## src/rtl/pipe_hazard_ctrl.sv

```systemverilog
// Stall/flush controller for the 5-stage pipeline: per-stage hold/flush
// decisions, PC redirect for taken jumps and interrupts, and a stall counter.
`ifndef WORD_WIDTH
`define WORD_WIDTH 32
`endif

module pipe_hazard_ctrl #(
    parameter int                    WORD_WIDTH     = `WORD_WIDTH,
    parameter int                    REG_ADDR_WIDTH = 5,
    parameter logic [WORD_WIDTH-1:0] NOP_INST       = 'h0000_0013,
    parameter int                    FLUSH_CYCLES   = 1
) (
    input  logic                      clk,
    input  logic                      rst_n,
    input  logic                      jump_flag_i,
    input  logic [WORD_WIDTH-1:0]     jump_addr_i,
    input  logic [REG_ADDR_WIDTH-1:0] id_rs1_i,
    input  logic [REG_ADDR_WIDTH-1:0] id_rs2_i,
    input  logic                      id_rs1_used_i,
    input  logic                      id_rs2_used_i,
    input  logic [REG_ADDR_WIDTH-1:0] ex_rd_i,
    input  logic                      ex_load_i,
    input  logic                      mdu_start_i,
    input  logic                      mdu_done_i,
    input  logic                      int_req_i,
    input  logic [WORD_WIDTH-1:0]     int_addr_i,
    output logic                      int_ack_o,
    output logic                      redirect_o,
    output logic [WORD_WIDTH-1:0]     redirect_addr_o,
    output logic                      hold_pc_o,
    output logic                      hold_if_id_o,
    output logic                      hold_id_ex_o,
    output logic                      flush_if_id_o,
    output logic                      flush_id_ex_o,
    output logic                      flush_ex_mem_o,
    output logic [WORD_WIDTH-1:0]     nop_inst_o,
    output logic [31:0]               stall_cnt_o
);

    typedef enum logic [1:0] {
        S_RUN      = 2'd0,
        S_MDU_WAIT = 2'd1,
        S_FLUSH    = 2'd2
    } state_e;

    // FLUSH covers the extra fetch-latency cycles beyond the redirect cycle itself.
    localparam logic [1:0] FCNT_INIT = 2'(FLUSH_CYCLES - 1);
    localparam bit         GO_FLUSH  = (FLUSH_CYCLES > 1);

    state_e      state_q, state_d;
    logic [1:0]  fcnt_q, fcnt_d;
    logic [31:0] stall_cnt_q, stall_cnt_d;
    logic        lu;

    assign lu = ex_load_i && (ex_rd_i != '0) &&
                ((id_rs1_used_i && (id_rs1_i == ex_rd_i)) ||
                 (id_rs2_used_i && (id_rs2_i == ex_rd_i)));

    always_comb begin
        state_d         = state_q;
        fcnt_d          = fcnt_q;
        int_ack_o       = 1'b0;
        redirect_o      = 1'b0;
        redirect_addr_o = '0;
        hold_pc_o       = 1'b0;
        hold_if_id_o    = 1'b0;
        hold_id_ex_o    = 1'b0;
        flush_if_id_o   = 1'b0;
        flush_id_ex_o   = 1'b0;
        flush_ex_mem_o  = 1'b0;
        unique case (state_q)
            S_RUN: begin
                if (jump_flag_i) begin
                    redirect_o      = 1'b1;
                    redirect_addr_o = jump_addr_i;
                    flush_if_id_o   = 1'b1;
                    flush_id_ex_o   = 1'b1;
                    if (GO_FLUSH) begin
                        state_d = S_FLUSH;
                        fcnt_d  = FCNT_INIT;
                    end
                end else if (mdu_start_i) begin
                    hold_pc_o      = 1'b1;
                    hold_if_id_o   = 1'b1;
                    hold_id_ex_o   = 1'b1;
                    flush_ex_mem_o = 1'b1;
                    state_d        = S_MDU_WAIT;
                end else if (lu) begin
                    // One bubble: the load moves to MEM and the hazard resolves itself.
                    hold_pc_o     = 1'b1;
                    hold_if_id_o  = 1'b1;
                    flush_id_ex_o = 1'b1;
                end else if (int_req_i) begin
                    int_ack_o       = 1'b1;
                    redirect_o      = 1'b1;
                    redirect_addr_o = int_addr_i;
                    flush_if_id_o   = 1'b1;
                    flush_id_ex_o   = 1'b1;
                    if (GO_FLUSH) begin
                        state_d = S_FLUSH;
                        fcnt_d  = FCNT_INIT;
                    end
                end
            end
            S_MDU_WAIT: begin
                if (mdu_done_i) begin
                    state_d = S_RUN;
                end else begin
                    hold_pc_o      = 1'b1;
                    hold_if_id_o   = 1'b1;
                    hold_id_ex_o   = 1'b1;
                    flush_ex_mem_o = 1'b1;
                end
            end
            S_FLUSH: begin
                // EX only holds a bubble here; interrupts wait for RUN (level request).
                flush_if_id_o = 1'b1;
                if (fcnt_q <= 2'd1) begin
                    fcnt_d  = 2'd0;
                    state_d = S_RUN;
                end else begin
                    fcnt_d = fcnt_q - 2'd1;
                end
            end
            default: begin
                state_d = S_RUN;
                fcnt_d  = 2'd0;
            end
        endcase
    end

    always_comb begin
        stall_cnt_d = stall_cnt_q;
        if (hold_pc_o && (stall_cnt_q != 32'hFFFF_FFFF)) begin
            stall_cnt_d = stall_cnt_q + 32'd1;
        end
    end

    always_ff @(posedge clk or negedge rst_n) begin
        if (!rst_n) begin
            state_q     <= S_RUN;
            fcnt_q      <= 2'd0;
            stall_cnt_q <= 32'd0;
        end else begin
            state_q     <= state_d;
            fcnt_q      <= fcnt_d;
            stall_cnt_q <= stall_cnt_d;
        end
    end

    assign nop_inst_o  = NOP_INST;
    assign stall_cnt_o = stall_cnt_q;

endmodule

```

## config.mk

```make
export PLATFORM = sky130hd
export DESIGN_NAME = pipe_hazard_ctrl
export DESIGN_NICKNAME = d
export VERILOG_FILES = /design/src/rtl/pipe_hazard_ctrl.sv
export SDC_FILE = /design/constraint.sdc
export NUM_CORES = 1
export LEC_CHECK = 0
export BUFFER_PORTS_ARGS = -buffer_cell sky130_fd_sc_hd__buf_2
export CAP_MARGIN = 40
export CELL_PAD_IN_SITES_DETAIL_PLACEMENT = 0
export CELL_PAD_IN_SITES_GLOBAL_PLACEMENT = 1
export CORE_MARGIN = 2
export CORE_UTILIZATION = 27
export CTS_CLUSTER_DIAMETER = 60
export DETAILED_ROUTE_END_ITERATION = 6
export GPL_TIMING_DRIVEN = 0
export PLACE_DENSITY_LB_ADDON = 0.05
export SLEW_MARGIN = 0
export SYNTH_ARGS = -nofsm -noshare
export SYNTH_HDL_FRONTEND = slang
export SYNTH_SLANG_ARGS = --single-unit
```

## constraint.sdc

```tcl
create_clock -name clk -period 2.8 [get_ports clk]
set_input_delay 0.42 -clock clk [delete_from_list [all_inputs] [get_ports clk]]
set_output_delay 0.42 -clock clk [all_outputs]
set_load 0.1 [all_outputs]
```

==> flow_metrics.tcl, run 1 <==
set metrics [dict create \
    gr-usage-all-layers_pct 16.2 \
    synth_largest_area_cell "dfrtp_1" \
    synth_edf_count 0 \
    dp_hpwl_um 6620 \
    die-area_mm2 0.00989 \
    yosysSeqAreaShare_pct 33.6 \
    cts-root-buf "clkbuf_8" \
    cts.sinks 33 \
    dr_total_vias 2507 \
    ir_worst_vdd_uv 1030 \
    drv_cap 0 \
    synth_common_cells "xnor2_1, buf_4, dfrtp_1" \
    drt_iter0_drc 55 \
    synthArstFlopShare_pct 100 \
    hold_buffers 0 \
    tritoncts.num_buffers 5 \
    setup_violations 0 \
    antenna_found_initial 0 \
    min_period_over_period_pct 95.2 \
    wire_per_inst_um 14.3 \
    rsz0062_at_grt "no" \
    required_ns 2.38 \
    path_max_fanout 10 \
    p_per_area_mw_per_mm2 585 \
    status "completed" \
    coreArea_mm2 0.00876 \
    r2r-end "stall_cnt_o[4]" \
    synth_cell_types 43 \
    cts.path.max_buffers 2 \
    io_pins 192 \
    synthToLayoutAreaGrowth_pct 57.8 \
    routed_via_density 4.40 \
    path_clk_slew_ns 0.07 \
    grt_max_degree 34 \
    gp_congestion 0.784 \
    crit_path_end_kind "primary output" \
    final_antenna_net_count 0 \
    fin_skew_ns 0.00414 \
    startpoint_type "input pin" \
    place_area_mm2 0.00355 \
    fp.dieW_um 99.4 \
    synth_area_leaders "dfrtp_1, xnor2_1, a22o_1" \
    synth_warnings 0 \
    finalMaxSlewViolations 0 \
    drive_gt1_share_pct 56.1 \
    fill_cells 895 \
    grt_pass1_vias 2494 \
    ys_seq_elements 33 \
    numPortBuffers 159 \
    synth_flop_cell "dfrtp_1" \
    reg2reg_from "stall_cnt_o[0]" \
    fmax_mhz 375 \
    slew_headroom_pct 49.7 \
    yosysMostFrequentCell "xnor2_1" \
    drc 0 \
    fin_area_mm2 0.00388 \
    fp.dieH_um 99.4 \
    worst_pin_slew_ns 0.755 \
    p_total_mw 2.27 \
    finalNetCount 551 \
    syn_area_mm2 0.00246 \
    rr_worst_depth 7 \
    synth_top_area_share_pct 33.6 \
    ff2ff_setup_slack_ns 0.54 \
    cts_tree "built" \
    htreeDepth 2 \
    antenna_cells 0 \
    syn_area_per_cell_um2 9.28 \
    initial_core_util_pct 28.1 \
    grt_overflow 0 \
    grt_first_pass_wirelength_um 12900 \
    dr.pass1.iters 4 \
    hold_violations 0 \
    rows 34 \
    timing.final.crit_period_ns 2.67 \
    p_leak_nw 1.96 \
    critical_path_class "in -> out" \
    routed_wl_um 8160 \
    synthCells 265 \
    hold_path.class "in -> async" \
    arrival_ns 2.25 \
    worst_skew_pair.late_latency_ns 0.28 \
]
==> layout make-up <==
| cell class | instances | area, um^2 | share of cell area, % |
|---|---|---|---|
| clock buffers | 7 | 86.3 | 2.23 |
| well taps | 108 | 135 | 3.48 |
| inverters | 2 | 7.51 | 0.193 |
| repair buffers | 160 | 1010 | 26.1 |
| plain buffers | 49 | 348 | 8.96 |
| flip-flops and latches | 33 | 826 | 21.3 |
| multi-input cells | 211 | 1470 | 37.8 |
==> how the worst max path moves through the flow <==
stage / from / end / slack [ns]
4_1_cts: ex_rd_i[1] / redirect_addr_o[4] / 0.002
2_1_floorplan: ex_rd_i[1] / redirect_addr_o[22] / -0.15
5_1_grt: ex_rd_i[2] / redirect_addr_o[10] / 0.01
3_3_place_gp: ex_rd_i[1] / redirect_addr_o[4] / -0.18
6_report: ex_rd_i[1] / redirect_addr_o[4] / 0.13
3_5_place_dp: ex_rd_i[1] / redirect_addr_o[4] / -0.23
==> flip-flops by register name, summed over array words and instances, names as in the netlist <==
register,cells
stall_cnt_o,32
state_q,1
==> per-stage QoR <==
| step | setup WS, ns | util [%] | cells | hold slack [ns] | TNS, ns |
|---|---|---|---|---|---|
| after floorplan | -0.149 | - | 295 | 0.124 | -1.46 |
| after global placement | -0.184 | 40.6 | 562 | 0.471 | -4.76 |
| after detailed placement | -0.226 | 40.6 | 562 | 0.484 | -5.82 |
| after CTS | 0.00248 | 43.7 | 569 | 0.239 | 0 |
| after global routing | 0.0109 | 44.3 | 570 | 0.275 | 0 |
| final | 0.135 | 44.3 | 570 | 0.207 | 0 |
==> repair_timing <==
item | 4_1_cts | 5_1_grt
gates cloned | 0 | 0
pin swaps | 0 | 1
gates resized for setup | 62 | 10
endpoints found under the setup margin | 30 | 33
buffers inserted | 0 | 1
==> critical path, stage by stage <==
cell	delay, ns
buf_2	0.12
or4_1	0.53
o21ai_2	0.16
nor2b_1	0.13
nor3_4	0.23
buf_12	0.14
buf_6	0.13
a22o_2	0.16
buf_6	0.22
==> where the power goes <==
group	leakage (nW)	internal (mW)	switching (mW)
Clock	0.0443	0.195	0.165
Combinational	1.47	0.296	1.02
Sequential	0.447	0.522	0.0692
==> layout by cell type (no fill, tap or decap), types with 2 or more instances in the layout <==
| cell | synthesis | final |
|---|---|---|
| a22o_1 | 32 | 3 |
| a22o_2 | 0 | 29 |
| and2_2 | 2 | 2 |
| and3_2 | 6 | 6 |
| and4_1 | 2 | 2 |
| and4_4 | 2 | 2 |
| buf_2 | 7 | 130 |
| buf_4 | 36 | 37 |
| buf_6 | 0 | 31 |
| clkbuf_1 | 5 | 5 |
| clkbuf_4 | 0 | 3 |
| clkbuf_8 | 0 | 6 |
| conb_1 | 2 | 32 |
| dfrtp_1 | 33 | 33 |
| inv_1 | 2 | 2 |
| nand2_1 | 14 | 14 |
| nand2b_1 | 3 | 3 |
| nand3_1 | 21 | 21 |
| nand3b_1 | 2 | 2 |
| nand4_1 | 12 | 12 |
| nor2_1 | 14 | 14 |
| nor2b_1 | 2 | 2 |
| nor3_1 | 3 | 3 |
| xnor2_1 | 41 | 41 |
==> routing by layer <==
metal  GRT usage, %  share of wire, %  wire length (um)
met5              0                 0                 0
met2           29.9                51              4130
met4           4.21               1.7               142
met1           19.0                41              3310
met3           3.23               7.2               587
==> cells by family after synthesis <==
| group | Yosys count | share of synthesized area (%) |
|---|---|---|
| and+or+nand+nor | 95 | 22.6 |
| other | 2 | 0.305 |
| xor gates and xnor gates | 41 | 14.6 |
| DFF | 33 | 33.6 |
| buffers and inverters | 51 | 13.6 |
| muxes | 3 | 1.27 |
| adders and majority gates | 1 | 0.509 |
| AOI/OAI and AO/OA | 39 | 13.5 |
Power figures use the tool's default switching activity.
==> run 2, diff against run 1 <==
- CORE_UTILIZATION: 27 -> 28
- CTS_BUF_LIST: unset -> sky130_fd_sc_hd__clkbuf_2
- HOLD_SLACK_MARGIN: unset -> 0.15
==> run 2 against run 1 <==
Die area down 3.4%. Final area down 2.8%. Critical path depth down 1. Via count up 2.8%. Utilization down 0.59 points. Global-route usage up 0.87 points. Sequential share of layout area up 0.61 points. Critical endpoint is now redirect_addr_o[31].
==> flow_metrics.tcl, run 2 (synthesis results as in run 1) <==
set metrics [dict create \
    min_period_over_period_pct 96.7 \
    fin_skew_ns 0.0210 \
    fp.dieW_um 97.7 \
    fin_cells 572 \
    p_per_area_mw_per_mm2 561 \
    crit_path_end_kind "primary output" \
    wire_per_inst_um 14.7 \
    ir_worst_vdd_uv 916 \
    mostFrequentLayoutCell "buf_2" \
    die-area_mm2 0.00955 \
    slew_headroom_pct 48.8 \
    timing.final.crit_period_ns 2.71 \
    share_comb_of_total_power_pct 61.8 \
    finalMaxSlewViolations 0 \
    worst_pin_slew_ns 0.768 \
    arrival_ns 2.29 \
    grt_overflow 0 \
    switching_share_pct 59.1 \
    p_seq_share_pct 27.8 \
    io_pins 192 \
    coreArea_mm2 0.00864 \
    antenna_found_initial 0 \
    p_int_mw 0.866 \
    placed_cells 562 \
    cts.sinks 33 \
    dr_total_vias 2578 \
    final_antenna_net_count 0 \
    drt_iter0_drc 76 \
    gp_congestion 0.784 \
    p_total_mw 2.12 \
    largest_reg_flops 32 \
    cts.path.max_buffers 2 \
    cts_tree "built" \
    finalNetCount 553 \
    grt_first_pass_wirelength_um 13200 \
    fp.dieH_um 97.7 \
    initial_core_util_pct 28.5 \
    cts-root-buf "clkbuf_2" \
    layout_common_cells "buf_2, buf_4, xnor2_1" \
    dr.pass1.iters 4 \
    hold_violations 0 \
    tritoncts.num_buffers 5 \
    dp_hpwl_um 6680 \
    startpoint_type "input pin" \
    setup_violations 0 \
    routed_via_density 4.51 \
    drive_gt1_share_pct 56.3 \
    path_clk_slew_ns 0.15 \
    status "completed" \
    p_leak_nw 1.93 \
    critical_path_class "in -> out" \
    clock_power_share_pct 10.4 \
    numPortBuffers 159 \
    worst_skew_pair.late_latency_ns 0.37 \
    drc 0 \
    routed_wl_um 8390 \
    htreeDepth 2 \
    path_max_fanout 4 \
    grt_pass1_vias 2501 \
    synthToLayoutAreaGrowth_pct 53.4 \
    required_ns 2.38 \
    fill_cells 897 \
    drv_cap 0 \
    fmax_mhz 369 \
    rows 34 \
    hold_path.class "in -> reg" \
    grt_max_degree 34 \
    switching_power_mw 1.25 \
    antenna_cells 0 \
    gr-usage-all-layers_pct 17.0 \
]
[run 2: cell count changes in the layout (fill, tap and decap cells not counted), sizes merged]
cell / delta
clkinv: +1
dlygate4sd3: +1
buf: +3
clkbuf: -3
[run 2: cell type report]
class	count	area, um^2	share of cell area [%]
multi-input cells	211	1470	38.9
repair buffers	162	957	25.4
flip-flops and latches	33	826	21.9
plain buffers	49	344	9.12
well taps	108	135	3.58
clock buffers	6	30.0	0.796
inverters	2	7.51	0.199
clock inverters	1	3.75	0.0995
[run 2: final timing paths]
path | slack, ns | from | endpoint | depth (start not counted)
max | 0.09 | ex_rd_i[1] | redirect_addr_o[31] | 8
min | 0.26 | mdu_done_i | state_q[0] | 2
max reg2reg | 0.45 | stall_cnt_o[0] | stall_cnt_o[7] | 7
min reg2reg | 0.50 | stall_cnt_o[26] | stall_cnt_o[26] | 1
max in group asynchronous | 1.66 | rst_n | stall_cnt_o[8] | 2
min in group asynchronous | 0.63 | rst_n | stall_cnt_o[19] | 2
[run 2: stage by stage]
stage / worst slack [ns] / area (um^2) / utilization, % / TNS (ns) / hold slack (ns)
after global routing: -0.00707 / 3770 / 43.7 / -0.0499 / 0.246
after floorplan: -0.149 / 2620 / - / -1.46 / 0.124
after detailed placement: -0.208 / 3550 / 41.2 / -5.12 / 0.485
final: 0.0920 / 3770 / 43.7 / 0 / 0.264
after CTS: 0.00174 / 3720 / 43.0 / 0 / 0.248
after global placement: -0.198 / 3550 / 41.2 / -4.74 / 0.474
[run 2: repair_timing]
item	4_1_cts	5_1_grt
hold endpoints to repair	33	0
pin swaps	0	1
gates cloned	0	0
setup buffers	0	2
hold buffers	1	0
resized for setup	43	13
endpoints found under the setup margin	31	35
[run 2: layer usage]
layer	global-route usage, %	routed length (um)	vias to the layer above
met3	3.31	472	10
li1	-	-	1275
met5	0	0	-
met4	4.49	92	0
met1	20.6	3520	1189
met2	30.9	4300	104
[run 2: critical path, stage by stage]
cell and delay (ns):
buf_2 0.12, or4_1 0.55, o21ai_2 0.17, nor2b_2 0.09, nor3_4 0.23, buf_4 0.16, a22o_1 0.11, buf_2 0.42
[run 2: power groups by stage]
stage | combinational (mW) | sequential (mW) | clock, mW
floorplan | 0.756 | 0.893 | 0
global placement | 1.26 | 0.597 | 0
detailed placement | 1.27 | 0.596 | 0
CTS | 1.30 | 0.588 | 0.229
global route | 1.35 | 0.597 | 0.248
finish | 1.31 | 0.588 | 0.220
